==> config.mk <==
export PLATFORM = sky130hd
export DESIGN_NAME = frame_capture
export DESIGN_NICKNAME = d
export VERILOG_FILES = /design/src/rtl/frame_capture_pkg.sv /design/src/rtl/frame_capture_fifo.sv /design/src/rtl/frame_capture.sv
export SDC_FILE = /design/constraint.sdc
export NUM_CORES = 1
export LEC_CHECK = 0
export BUFFER_PORTS_ARGS = -buffer_cell sky130_fd_sc_hd__buf_4
export CAP_MARGIN = 20
export CORE_MARGIN = 4
export CORE_UTILIZATION = 41
export CTS_CLUSTER_DIAMETER = 200
export CTS_CLUSTER_SIZE = 40
export DETAILED_ROUTE_END_ITERATION = 8
export PLACE_DENSITY_LB_ADDON = 0.12
export SYNTH_ARGS = -nofsm -noshare
export SYNTH_HDL_FRONTEND = slang
export SYNTH_HIERARCHICAL = 1
export SYNTH_SLANG_ARGS = --single-unit
==> constraint.sdc <==
create_clock -name clk -period 5.92 [get_ports clk]
set_input_delay 1.48 -clock clk [delete_from_list [all_inputs] [get_ports clk]]
set_output_delay 1.48 -clock clk [all_outputs]
set_load 0.01 [all_outputs]
==> src/rtl/frame_capture_pkg.sv <==
// Shared types and constants for the frame capture sink.
// FRAME_CAPTURE_CHECKSUM_EN (in the top) enables the per-frame pixel checksum.
package frame_capture_pkg;

  localparam int CSUM_W         = 32;
  localparam int PIX_DEPTH_DEF  = 8;
  localparam int ADDR_W_DEF     = 26;

  typedef enum logic [2:0] {
    IDLE    = 3'd0,
    ARM     = 3'd1,
    CAPTURE = 3'd2,
    DRAIN   = 3'd3,
    DONE    = 3'd4
  } state_e;

  typedef logic [3*PIX_DEPTH_DEF-1:0] pixel_t;

  typedef struct packed {
    logic [ADDR_W_DEF-1:0] addr;
    pixel_t                data;
  } fifo_entry_t;

  // A request for zero frames behaves like a request for one.
  function automatic logic [7:0] frames_target(input logic [7:0] n);
    return (n == 8'd0) ? 8'd1 : n;
  endfunction

endpackage

==> src/rtl/frame_capture_fifo.sv <==
// Synchronous first-word-fall-through FIFO: rdata_o shows the head entry
// whenever empty_o is low. A push on a full FIFO is accepted if a pop happens in the same cycle.
module frame_capture_fifo #(
  parameter int DATA_W = 50,
  parameter int DEPTH  = 16
) (
  input  logic              clk,
  input  logic              rst,
  input  logic              push_i,
  input  logic [DATA_W-1:0] wdata_i,
  input  logic              pop_i,
  output logic [DATA_W-1:0] rdata_o,
  output logic              full_o,
  output logic              empty_o
);

  localparam int PTR_W = $clog2(DEPTH);

  logic [DATA_W-1:0] mem_q [DEPTH];
  logic [PTR_W:0]    wr_ptr_q, wr_ptr_d;
  logic [PTR_W:0]    rd_ptr_q, rd_ptr_d;
  logic              do_push;
  logic              do_pop;

  // Pointers carry one extra wrap bit to tell full from empty.
  assign empty_o = (wr_ptr_q == rd_ptr_q);
  assign full_o  = (wr_ptr_q[PTR_W] != rd_ptr_q[PTR_W]) &&
                   (wr_ptr_q[PTR_W-1:0] == rd_ptr_q[PTR_W-1:0]);

  assign do_pop  = pop_i && !empty_o;
  assign do_push = push_i && (!full_o || do_pop);

  assign rdata_o = mem_q[rd_ptr_q[PTR_W-1:0]];

  always_comb begin
    wr_ptr_d = wr_ptr_q;
    rd_ptr_d = rd_ptr_q;
    if (do_push) wr_ptr_d = wr_ptr_q + (PTR_W+1)'(1);
    if (do_pop)  rd_ptr_d = rd_ptr_q + (PTR_W+1)'(1);
  end

  always_ff @(posedge clk) begin
    if (rst) begin
      wr_ptr_q <= '0;
      rd_ptr_q <= '0;
    end else begin
      wr_ptr_q <= wr_ptr_d;
      rd_ptr_q <= rd_ptr_d;
    end
  end

  always_ff @(posedge clk) begin
    if (do_push) mem_q[wr_ptr_q[PTR_W-1:0]] <= wdata_i;
  end

endmodule

==> src/rtl/frame_capture.sv <==
// Raster-stream sink: captures whole frames' active pixels into a linear store.
// Define FRAME_CAPTURE_CHECKSUM_EN to build the per-frame {r,g,b} checksum.
module frame_capture
  import frame_capture_pkg::*;
#(
  parameter int P_IMGDEPTH = 8,
  parameter int WIDTH      = 400,
  parameter int HEIGHT     = 300,
  parameter int H_DISP     = 320,
  parameter int V_DISP     = 240,
  parameter int FIFO_DEPTH = 16,
  parameter int ADDR_W     = 26
) (
  input  logic                         clk,
  input  logic                         rst,
  input  logic                         start,
  input  logic [7:0]                   num_frames,
  input  logic [$clog2(WIDTH+1)-1:0]   h_count_in,
  input  logic [$clog2(HEIGHT+1)-1:0]  v_count_in,
  input  logic [P_IMGDEPTH-1:0]        r_in,
  input  logic [P_IMGDEPTH-1:0]        g_in,
  input  logic [P_IMGDEPTH-1:0]        b_in,
  output logic                         wr_valid,
  input  logic                         wr_ready,
  output logic [ADDR_W-1:0]            wr_addr,
  output logic [3*P_IMGDEPTH-1:0]      wr_data,
  output logic                         busy,
  output logic                         done,
  output logic                         overflow,
  output logic [7:0]                   frame_cnt,
  output logic [CSUM_W-1:0]            frame_sum,
  output logic                         frame_sum_valid,
  output state_e                       dbg_state_o
);

  localparam int HC_W  = $clog2(WIDTH+1);
  localparam int VC_W  = $clog2(HEIGHT+1);
  localparam int PIX_W = 3*P_IMGDEPTH;

  typedef struct packed {
    logic [ADDR_W-1:0] addr;
    logic [PIX_W-1:0]  data;
  } entry_t;

  logic [HC_W-1:0]   h1_q;
  logic [VC_W-1:0]   v1_q;
  logic [PIX_W-1:0]  pix1_q;
  logic              active1, sof1, eof1;

  state_e            state_q, state_d;
  logic [7:0]        frame_cnt_q, frame_cnt_d;
  logic [7:0]        target_q, target_d;
  logic [ADDR_W-1:0] addr_q, addr_d;
  logic              overflow_q, overflow_d;
  logic              clear_run, cap_en, frame_end;

  logic              capture_px, push, pop, drop;
  logic              fifo_full, fifo_empty;
  entry_t            push_entry, head_entry;

  // S1: one register stage on the incoming raster.
  always_ff @(posedge clk) begin
    if (rst) begin
      h1_q   <= '0;
      v1_q   <= '0;
      pix1_q <= '0;
    end else begin
      h1_q   <= h_count_in;
      v1_q   <= v_count_in;
      pix1_q <= {r_in, g_in, b_in};
    end
  end

  assign active1 = (h1_q < HC_W'(H_DISP)) && (v1_q < VC_W'(V_DISP));
  assign sof1    = (h1_q == '0) && (v1_q == '0);
  assign eof1    = (h1_q == HC_W'(WIDTH-1)) && (v1_q == VC_W'(HEIGHT-1));
  assign frame_end = (state_q == CAPTURE) && eof1;

  always_comb begin
    state_d     = state_q;
    frame_cnt_d = frame_cnt_q;
    target_d    = target_q;
    clear_run   = 1'b0;
    cap_en      = 1'b0;
    unique case (state_q)
      IDLE, DONE: begin
        if (start) begin
          state_d     = ARM;
          clear_run   = 1'b1;
          frame_cnt_d = '0;
          target_d    = frames_target(num_frames);
        end
      end
      // The frame-start pixel itself is captured on the ARM->CAPTURE cycle.
      ARM: begin
        if (sof1) begin
          state_d = CAPTURE;
          cap_en  = 1'b1;
        end
      end
      CAPTURE: begin
        cap_en = 1'b1;
        if (frame_end) begin
          frame_cnt_d = frame_cnt_q + 8'd1;
          if (frame_cnt_d == target_q) state_d = DRAIN;
        end
      end
      DRAIN: begin
        if (fifo_empty) state_d = DONE;
      end
      default: state_d = IDLE;
    endcase
  end

  // Write port: wr_valid is high whenever the FIFO holds an entry; the head
  // entry (wr_addr/wr_data) stays put until the cycle wr_valid && wr_ready,
  // which is the only event that retires it. wr_ready may stay low forever.
  assign capture_px = cap_en && active1;
  assign pop        = wr_valid && wr_ready;
  assign push       = capture_px && (!fifo_full || pop);
  assign drop       = capture_px && fifo_full && !pop;

  // Dropped pixels still consume an address so later pixels land correctly.
  always_comb begin
    addr_d     = addr_q;
    overflow_d = overflow_q | drop;
    if (clear_run) begin
      addr_d     = '0;
      overflow_d = 1'b0;
    end else if (capture_px) begin
      addr_d = addr_q + ADDR_W'(1);
    end
  end

  always_ff @(posedge clk) begin
    if (rst) begin
      state_q     <= IDLE;
      frame_cnt_q <= '0;
      target_q    <= '0;
      addr_q      <= '0;
      overflow_q  <= 1'b0;
    end else begin
      state_q     <= state_d;
      frame_cnt_q <= frame_cnt_d;
      target_q    <= target_d;
      addr_q      <= addr_d;
      overflow_q  <= overflow_d;
    end
  end

  assign push_entry = '{addr: addr_q, data: pix1_q};

  frame_capture_fifo #(
    .DATA_W ($bits(entry_t)),
    .DEPTH  (FIFO_DEPTH)
  ) u_fifo (
    .clk     (clk),
    .rst     (rst),
    .push_i  (push),
    .wdata_i (push_entry),
    .pop_i   (pop),
    .rdata_o (head_entry),
    .full_o  (fifo_full),
    .empty_o (fifo_empty)
  );

  assign wr_valid    = !fifo_empty;
  assign wr_addr     = head_entry.addr;
  assign wr_data     = head_entry.data;
  assign busy        = (state_q == ARM) || (state_q == CAPTURE) || (state_q == DRAIN);
  assign done        = (state_q == DONE);
  assign overflow    = overflow_q;
  assign frame_cnt   = frame_cnt_q;
  assign dbg_state_o = state_q;

`ifdef FRAME_CAPTURE_CHECKSUM_EN
  logic [CSUM_W-1:0] sum_q, sum_d, sum_acc;
  logic [CSUM_W-1:0] frame_sum_q;
  logic              frame_sum_valid_q;

  // Dropped pixels are summed too: the checksum describes the source frame.
  assign sum_acc = sum_q + (capture_px ? CSUM_W'(pix1_q) : '0);

  always_comb begin
    sum_d = sum_acc;
    if (clear_run || frame_end) sum_d = '0;
  end

  always_ff @(posedge clk) begin
    if (rst) begin
      sum_q             <= '0;
      frame_sum_q       <= '0;
      frame_sum_valid_q <= 1'b0;
    end else begin
      sum_q             <= sum_d;
      frame_sum_valid_q <= frame_end;
      if (frame_end) frame_sum_q <= sum_acc;
    end
  end

  assign frame_sum       = frame_sum_q;
  assign frame_sum_valid = frame_sum_valid_q;
`else
  assign frame_sum       = '0;
  assign frame_sum_valid = 1'b0;
`endif

endmodule

Word-level counts from Yosys, hierarchy flattened
Memory sizes are Yosys's and may differ from the RTL's. A register that Yosys moved wholly into a read port is not among the register bits. Index checks and enable logic that the tools add are counted.

Order comparisons: 2. Add/sub/neg operators: 4. Muxes and demuxes: 18. Equal/unequal tests: 15. Bitwise operators: 1. Reductions and logical operators: 29.

Operator list (number): adder 26 x 1 -> 26 bit (second input constant) (1); 2-to-1 mux 8 bit (3); equality test 9 bit (second input constant) (2); logical NOT 9 bit (2); case mux 8 bit (2 select lines) (1); 2-to-1 mux 3 bit (5); logical AND 1 bit (12); case mux 3 bit (4 select lines) (1); adder 5 x 1 -> 5 bit (second input constant) (2); less-than comparator 9 x 8 -> 1 bit (second input constant) (1); less-than comparator 9 bit (second input constant) (1); adder 8 x 1 -> 8 bit (second input constant) (1); equality test 8 bit (1); logical NOT 8 bit (1); 2-to-1 mux 4 bit (2); equality test 3 x 2 -> 1 bit (second input constant) (2); != test 2 bit (second input constant) (3); equality test 5 bit (1); 2-to-1 mux 1 bit (5); AND reduction 5 bit (1); equality test 4 bit (1); logical OR 1 bit (4); != test 2 x 1 -> 1 bit (second input constant) (2); OR reduction 2 bit (2); other kinds (10) (12).

Memory bits (writable): 800. Memories kept: 1. Register bits after elaboration: 98. Input bits: 54. Logic and storage cells: 80.

Memories: u_fifo.mem_q (depth 16, width 50, rd ports 1, clocked after memory_dff 1, write ports 1, line frame_capture_fifo.sv:19) `logic [DATA_W-1:0] mem_q [DEPTH];`.

Longest topological paths before layout
Gate-level depths: netlist of the first run.

Depth after elaboration: 9. Mapped depth: 11.

Hierarchy
The synthesis of the first run kept the hierarchy.

Modules (own cells, without submodules): frame_capture_fifo (area each 30992.2 sq um, instances 1, cells each 1192); frame_capture (area each 4048.9 sq um, instances 1, cells each 471).

Least setup slack after synthesis of the first run
No wires, ideal clock.

Path type: input-to-reg. Start: in wr_ready. End: mem u_fifo.mem_q[11][0] (enable). Path slack: -0.317 ns. Data required time: 5.390 ns. Library setup time: 0.530 ns. Stages on the path: 5. Data arrival time: 5.707 ns. Buffers on the path: 0. Path through: nand2_1 > a21oi_1 > and2_1 > o31ai_1 > nor3b_1.

Word-level cells in the longest chain between the ends: 6.

Ends and longest elaborated chain: from (decl) (line frame_capture.sv:24) `input logic wr_ready,`; logical AND 1 bit (line frame_capture.sv:119) `assign pop = wr_valid && wr_ready;`; logical OR 1 bit (line frame_capture.sv:120) `assign push = capture_px && (!fifo_full || pop);`; logical AND 1 bit (line frame_capture.sv:120); named net push (line frame_capture.sv:57) `logic capture_px, push, pop, drop;`; logical AND 1 bit (line frame_capture_fifo.sv:31) `assign do_push = push_i && (!full_o || do_pop);`; 2-to-1 mux 1 bit (line frame_capture_fifo.sv:53) `if (do_push) mem_q[wr_ptr_q[PTR_W-1:0]] <= wdata_i;`; 2-to-1 mux 1 bit (not written as such) (line frame_capture_fifo.sv:53); to (decl) (line frame_capture_fifo.sv:19).

The timed path passes the listed nets, and every way through them passes these cells.

==> flow_metrics.env, run 1 <==
export IMPL_die_h_microns=300
export IMPL_drv_slew=0
export IMPL_syn_inst=1663
export IMPL_antenna_found_initial=0
export IMPL_seq_area_sq_um=26100
export IMPL_htree_levels=1
export IMPL_yosysTopAreaCell="edfxtp_1"
export IMPL_dieArea_sq_um=90200
export IMPL_worstHoldPathType="flip-flop to flip-flop"
export IMPL_cpMostUsedCell="buf_4"
export IMPL_yosysTopAreaCellShare_pct=68.6
export IMPL_layout_worst_path_cycle_share_pct=81.8
export IMPL_pre_cts_ws_ns=1.69
export IMPL_io_pins=152
export IMPL_netlist_top_cells_area="edfxtp_1 69%, mux4_2 12%, dfxtp_1 5.8%"
export IMPL_start_util_pct=41.6
export IMPL_ir_worst_vdd_v=0.000197
export IMPL_worst_pin_slew_ns=0.879
export IMPL_relSlewSlack_pct=41.4
export IMPL_yosysUniqueCellTypes=56
export IMPL_synth_area_per_cell_sq_um=21.1
export IMPL_skew_ns=0.0244
export IMPL_start_kind="flip-flop"
export IMPL_grt_max_degree=88
export IMPL_cts_buffer_depth=3
export IMPL_worstSetupPathType="flip-flop to output port"
export IMPL_yosys_register_bits=902
export IMPL_syn_to_final_growth_pct=8.65
export IMPL_first_iter_violations=1466
export IMPL_tritoncts="yes"
export IMPL_hold_violations=0
export IMPL_dr_pass1_iters=5
export IMPL_core_area_sq_um=84200
export IMPL_fill_cells=7134
export IMPL_cts_buffers=26
export IMPL_hpwl_microns=42500
export IMPL_grt_pass1_vias=17100
export IMPL_setup_tns_ns=0
export IMPL_worst_path_max_fanout=30
export IMPL_async_flop_share_pct=0
export IMPL_seq_area_frac_synth_pct=74.4
export IMPL_synth_area_sq_um=35000
export IMPL_end_kind="output port"
export IMPL_leakage_nw=12.4
export IMPL_rsz0062_at_grt="no"
export IMPL_clk_pin_slew_ns=0.14
export IMPL_required_ns=4.44
export IMPL_powerDensity_nw_per_um2=255
export IMPL_synth_ff_type="edfxtp_1"
export IMPL_setup_viol=0
export IMPL_cts_resized=0
export IMPL_multi_input_area_sq_um=8430
export IMPL_critical_path_arrival_ns=3.36
export IMPL_synth_edff_count=800
export IMPL_post_drt_wl_per_cell_microns=27.2
export IMPL_routed_wl_microns=79400
export IMPL_nets=1824
export IMPL_period_minus_slack_ns=4.84
export IMPL_status="complete, no violations"
export IMPL_cts_hold_buf=0
export IMPL_postRouteAntennaNets=0
export IMPL_overflow=0
export IMPL_max_cap_violations=0
export IMPL_grt_pass1_wl_microns=117000
export IMPL_cts_root_buffer="clkbuf_16"
export IMPL_chipWidth_microns=300
export IMPL_routed_via_count=16400
export IMPL_postCtsSetupBuffers=0
export IMPL_via_per_inst=5.64
export IMPL_path_cells="buf_4 > mux4_1 > mux4_2 > buf_4"
export IMPL_place_congestion=0.751
export IMPL_max_freq_ghz=0.207
export IMPL_clkLatencyLatePin_ns=0.63
export IMPL_yosysWarnings=6
export IMPL_max_stage_delay_ns=0.80
export IMPL_place_port_buffers=118
export IMPL_drc_errors=0
export IMPL_worst_slack_ns=1.08
export IMPL_grt_usage_pct=17.5
export IMPL_clock_sinks=902
export IMPL_slowest_stage="dfxtp_4"
export IMPL_antenna_cells=0
export IMPL_final_layout_size_suffix_gt1_share_pct=22.8
export IMPL_rows=106
[synthesized netlist by cell type, types with 7 or more instances]
cell	count
edfxtp_1	800
mux4_2	190
dfxtp_1	102
mux4_1	60
clkbuf_1	57
nor2b_1	48
buf_4	44
a21oi_1	37
nand2_1	37
nor2_1	33
o31ai_1	25
and3_1	21
or4_1	21
nand3_1	19
nand4_1	17
buf_6	13
o21ai_0	13
xnor2_1	13
xor2_1	11
inv_1	10
nor3_1	9
ha_1	7
nand2b_1	7
[cells by family (layout without fill, tap and decap cells)]
family / after synthesis / after routing / share of synthesized area [%]
buffers and inverters: 133 / 221 / 2.19
XOR/XNOR: 24 / 24 / 0.600
other: 1 / 33 / 0.0107
AO/OA/AOI/OAI: 103 / 103 / 1.91
AND/OR/NAND/NOR: 239 / 239 / 3.82
adder cells (fa/ha/maj): 7 / 7 / 0.250
flip-flops: 902 / 902 / 74.4
multiplexers: 254 / 254 / 16.8
[layout make-up]
class	count	area share (%)
Clock buffer	47	1.97
Clock inverter	1	0.0526
Inverter	10	0.0986
Multi-Input combinational cell	660	22.1
Sequential cell	902	68.5
Tap cell	1134	3.73
Timing Repair Buffer	163	3.50
[metrics by stage]
stage                     hold WS, ns  area [sq um]  std cells  total power, W  utilization [%]
after global routing            0.505         38100       2917          0.0101             45.2
after CTS                       0.487         38100       2916         0.00981             45.2
after detailed placement        0.469         37300       2868         0.00718             44.3
after floorplan                 0.448         35200       1695         0.00713                -
final                           0.485         38100       2917         0.00969             45.2
after global placement          0.462         37300       2868         0.00718             44.3
[where the power goes]
part | switching (W) | total (W) | internal (W) | leakage, nW
registers | 0.0000448 | 0.00692 | 0.00688 | 8.84
clock network | 0.00177 | 0.00266 | 0.000888 | 0.366
logic | 0.0000641 | 0.000112 | 0.0000480 | 3.21
[registers in the layout, summed over array words and instances, names as in the netlist, named ones only]
register / count
addr_q: 26
dbg_state_o: 3
frame_cnt: 8
h1_q: 9
overflow: 1
pix1_q: 24
target_q: 8
u_fifo/mem_q: 800
u_fifo/rd_ptr_q: 5
u_fifo/wr_ptr_q: 5
v1_q: 9
[worst max-delay path, delay by kind of cell, from the launching register on]
kind                   cells  cell delay (ns)
buffers and inverters      2             0.67
DFF                        1             0.80
muxes                      2             1.21
[routing by layer]
layer / part of all wire, % / wire length (microns) / track usage (%) / vias to the layer above
met5: 0 / 0 / 0 / -
met4: 1.0 / 828 / 2.14 / 0
li1: - / - / - / 7025
met2: 50 / 39900 / 30.0 / 346
met3: 3.7 / 2950 / 1.68 / 38
met1: 45 / 35700 / 25.4 / 9030
[cells in the final DEF, fill, tap and decap left out, types with 10 or more instances in the layout]
cell / n
nand4_1: 17
clkbuf_1: 20
edfxtp_1: 800
o31ai_1: 25
buf_4: 153
conb_1: 33
nor2b_1: 47
a21oi_1: 37
or4_1: 21
nand3_1: 19
clkbuf_16: 27
xor2_1: 11
nand2_1: 37
mux4_2: 190
xnor2_1: 13
o21ai_0: 13
nor2_1: 33
inv_1: 10
dfxtp_1: 98
and3_4: 12
mux4_1: 60
[final timing paths]
kind / startpoint / cells after the start / endpoint / slack, ns
worst max-delay path: flip-flop / 4 / wr_data[16] / 1.08
worst min-delay path: target_q[4] / 2 / target_q[4] / 0.48
worst max register to register: v1_q[2] / 8 / u_fifo/mem_q[4][35] / 1.89
worst min register to register: target_q[4] / 2 / target_q[4] / 0.48
Note: power is estimated with default switching activity, not from simulation.
==> inputs of run 2 (changes only) <==
--- a/config.mk
+++ b/config.mk
@@ -5,6 +5,7 @@
 export SDC_FILE = /design/constraint.sdc
 export NUM_CORES = 1
 export LEC_CHECK = 0
+export ABC_AREA = 1
 export BUFFER_PORTS_ARGS = -buffer_cell sky130_fd_sc_hd__buf_4
 export CAP_MARGIN = 20
 export CORE_MARGIN = 4
==> constraint.sdc (replaced) <==
create_clock -name clk -period 4.21 [get_ports clk]
set_input_delay 1.0525 -clock clk [delete_from_list [all_inputs] [get_ports clk]]
set_output_delay 1.0525 -clock clk [all_outputs]
set_load 0.01 [all_outputs]
==> run 2 against run 1 <==
Net effect: worst setup slack got worse by 0.85 ns; sequential share of layout area fell by 2.4 points; combinational power rose to 9.9 times the previous value; routed wire length rose by 17%; cell count rose by 46%; critical path type unchanged; largest cell class unchanged; global-route usage rose by 1.7 points; utilization fell by 0.54 points.
==> flow_metrics.env, run 2 <==
export IMPL_synth_area_per_cell_sq_um=12.0
export IMPL_rsz0062_at_grt="no"
export IMPL_yosysUniqueCellTypes=45
export IMPL_synth_edff_count=800
export IMPL_powerDensity_nw_per_um2=376
export IMPL_htree_levels=1
export IMPL_routed_wl_microns=92700
export IMPL_critical_path_arrival_ns=2.93
export IMPL_holdPathEnd="overflow"
export IMPL_synth_area_sq_um=36600
export IMPL_timing_rr_start="dbg_state_o[0]"
export IMPL_nets=3137
export IMPL_netlist_top_cells_area="edfxtp_1 66%, nor2_1 7.2%, dfxtp_1 5.6%"
export IMPL_max_cap_violations=0
export IMPL_relSlewSlack_pct=25.2
export IMPL_grt_pass1_vias=22500
export IMPL_cts_root_buffer="clkbuf_16"
export IMPL_synth_ff_type="edfxtp_1"
export IMPL_drv_slew=0
export IMPL_hold_ws_ns=0.472
export IMPL_io_pins=152
export IMPL_antenna_cells=0
export IMPL_grt_max_degree=209
export IMPL_antenna_found_initial=2
export IMPL_whs_path_depth=2
export IMPL_skew_ns=0.0391
export IMPL_worst_pin_slew_ns=1.12
export IMPL_layout_common_cells="800 x edfxtp_1, 686 x nor2_1, 281 x o21ai_0"
export IMPL_seq_area_frac_synth_pct=71.3
export IMPL_core_area_sq_um=88400
export IMPL_final_layout_size_suffix_gt1_share_pct=9.40
export IMPL_pre_cts_ws_ns=0.593
export IMPL_cts_hold_buf=0
export IMPL_async_flop_share_pct=0
export IMPL_yosysTopAreaCellShare_pct=65.7
export IMPL_cts_resized=0
export IMPL_chipWidth_microns=307
export IMPL_period_minus_slack_ns=3.98
export IMPL_place_congestion=0.803
export IMPL_layout_worst_path_cycle_share_pct=94.6
export IMPL_hold_violations=0
export IMPL_dieArea_sq_um=94000
export IMPL_pwr_share_comb_pct=7.4
export IMPL_setup_viol=0
export IMPL_setup_tns_ns=0
export IMPL_r2r_slack_ns=0.58
export IMPL_start_kind="flip-flop"
export IMPL_grt_usage_pct=19.2
export IMPL_final_common_cell="edfxtp_1"
export IMPL_postRouteAntennaNets=0
export IMPL_worstHoldStart="overflow"
export IMPL_path_depth=6
export IMPL_worstHoldPathType="flip-flop to flip-flop"
export IMPL_clkLatencyLatePin_ns=0.66
export IMPL_worstSetupPathType="flip-flop to output port"
export IMPL_max_freq_ghz=0.251
export IMPL_place_port_buffers=118
export IMPL_p_seq_share_pct=67.0
export IMPL_yosys_register_bits=902
export IMPL_via_per_inst=5.38
export IMPL_fill_cells=8047
export IMPL_seq_area_sq_um=26100
export IMPL_slowest_stage="buf_12"
export IMPL_switching_share_pct=23.1
export IMPL_clock_sinks=902
export IMPL_synthTopCellsByCount="800 x edfxtp_1, 702 x nor2_1, 281 x o21ai_0"
export IMPL_drc_errors=0
export IMPL_critPathTopFamily="buffers and inverters"
export IMPL_dr_pass1_iters=6
export IMPL_cts_buffer_depth=3
export IMPL_p_int_w=0.0114
export IMPL_clk_pin_slew_ns=0.15
export IMPL_max_stage_delay_ns=0.48
export IMPL_postCtsSetupBuffers=0
export IMPL_syn_inst=3058
export IMPL_critPathBufInv=2
export IMPL_largest_reg_flops=800
export IMPL_first_iter_violations=1971
export IMPL_ir_worst_vdd_v=0.000383
export IMPL_start_util_pct=41.4
export IMPL_overflow=0
export IMPL_syn_to_final_growth_pct=7.93
export IMPL_status="complete, no violations"
export IMPL_hpwl_microns=53100
export IMPL_path_cells="buf_12 > o21ai_0 > o211ai_1 > nand3_1 > nand2_1 > buf_4"
export IMPL_power_total_w=0.0148
export IMPL_pwr_share_clk_pct=25.6
export IMPL_leakage_nw=13.3
export IMPL_power_switching_w=0.00343
export IMPL_worst_slack_ns=0.228
export IMPL_worst_path_max_fanout=208
export IMPL_multi_input_area_sq_um=9130
export IMPL_tritoncts="yes"
export IMPL_yosysWarnings=6
export IMPL_cts_buffers=26
export IMPL_synth_most_common_cell="edfxtp_1"
export IMPL_fin_util_pct=44.7
export IMPL_die_h_microns=307
export IMPL_grt_pass1_wl_microns=141000
export IMPL_rows=109
export IMPL_end_kind="output port"
export IMPL_yosysTopAreaCell="edfxtp_1"
export IMPL_routed_via_count=22900
export IMPL_rr_endpoint="u_fifo/mem_q[4][1]"
export IMPL_reg2reg_depth=12
export IMPL_post_drt_wl_per_cell_microns=21.8
export IMPL_required_ns=3.16
run 2: per-layer routing:
layer	track usage (%)	part of all wire (%)	vias to the layer above
li1	-	-	10800
met1	27.1	45	11600
met2	33.3	49	463
met3	1.60	3.8	66
met4	2.87	1.4	0
met5	0	0	-
run 2: through the flow:
step                area [sq um]  instances
floorplan                  36700       3090
global placement           38700       4213
detailed placement         38700       4213
CTS                        39500       4261
global route               39500       4261
finish                     39500       4261
run 2: how the worst max path moves through the flow:
stage	to
2_1_floorplan	u_fifo/mem_q[11][0]
3_3_place_gp	u_fifo/mem_q[4][1]
3_5_place_dp	u_fifo/mem_q[4][6]
4_1_cts	wr_addr[1]
5_1_grt	wr_data[20]
6_report	wr_data[11]
run 2: worst reg2reg max path, cell delays in order, from the launching register on:
cell     delay (ns)
dfxtp_1        0.37
inv_1          0.12
nand3_1        0.35
nand2_1        0.20
inv_1          0.07
nor2_1         0.19
nand2_4        0.23
nor2_1         0.42
nand2_2        0.19
inv_2          0.18
nand2_2        0.18
nor2_4         0.42
buf_12         0.34
run 2: power by group through the flow:
stage | Combinational, W | Sequential (W) | Clock (W)
5_1_grt | 0.00124 | 0.00996 | 0.00421
4_1_cts | 0.00112 | 0.00994 | 0.00392
6_report | 0.00111 | 0.00994 | 0.00379
3_3_place_gp | 0.00110 | 0.0101 | 0
3_5_place_dp | 0.00112 | 0.0101 | 0
2_1_floorplan | 0.000723 | 0.0101 | 0
run 2: cell type report:
type / count / area share, %
Sequential cell: 902 / 66.1
Multi-Input combinational cell: 1859 / 23.1
Timing Repair Buffer: 173 / 4.05
Tap cell: 1165 / 3.69
Clock buffer: 47 / 1.90
Inverter: 114 / 1.12
Clock inverter: 1 / 0.0507
run 2: cells by family (layout without fill, tap and decap cells):
group | count (synthesis) | after routing | share of synthesized area [%]
simple gates | 1089 | 1089 | 12.3
flops | 902 | 902 | 71.3
compound gates | 704 | 704 | 11.1
buf+inv | 329 | 335 | 4.44
xor+xnor | 26 | 26 | 0.623
fa+ha+maj | 7 | 7 | 0.239
other cells | 1 | 33 | 0.0103
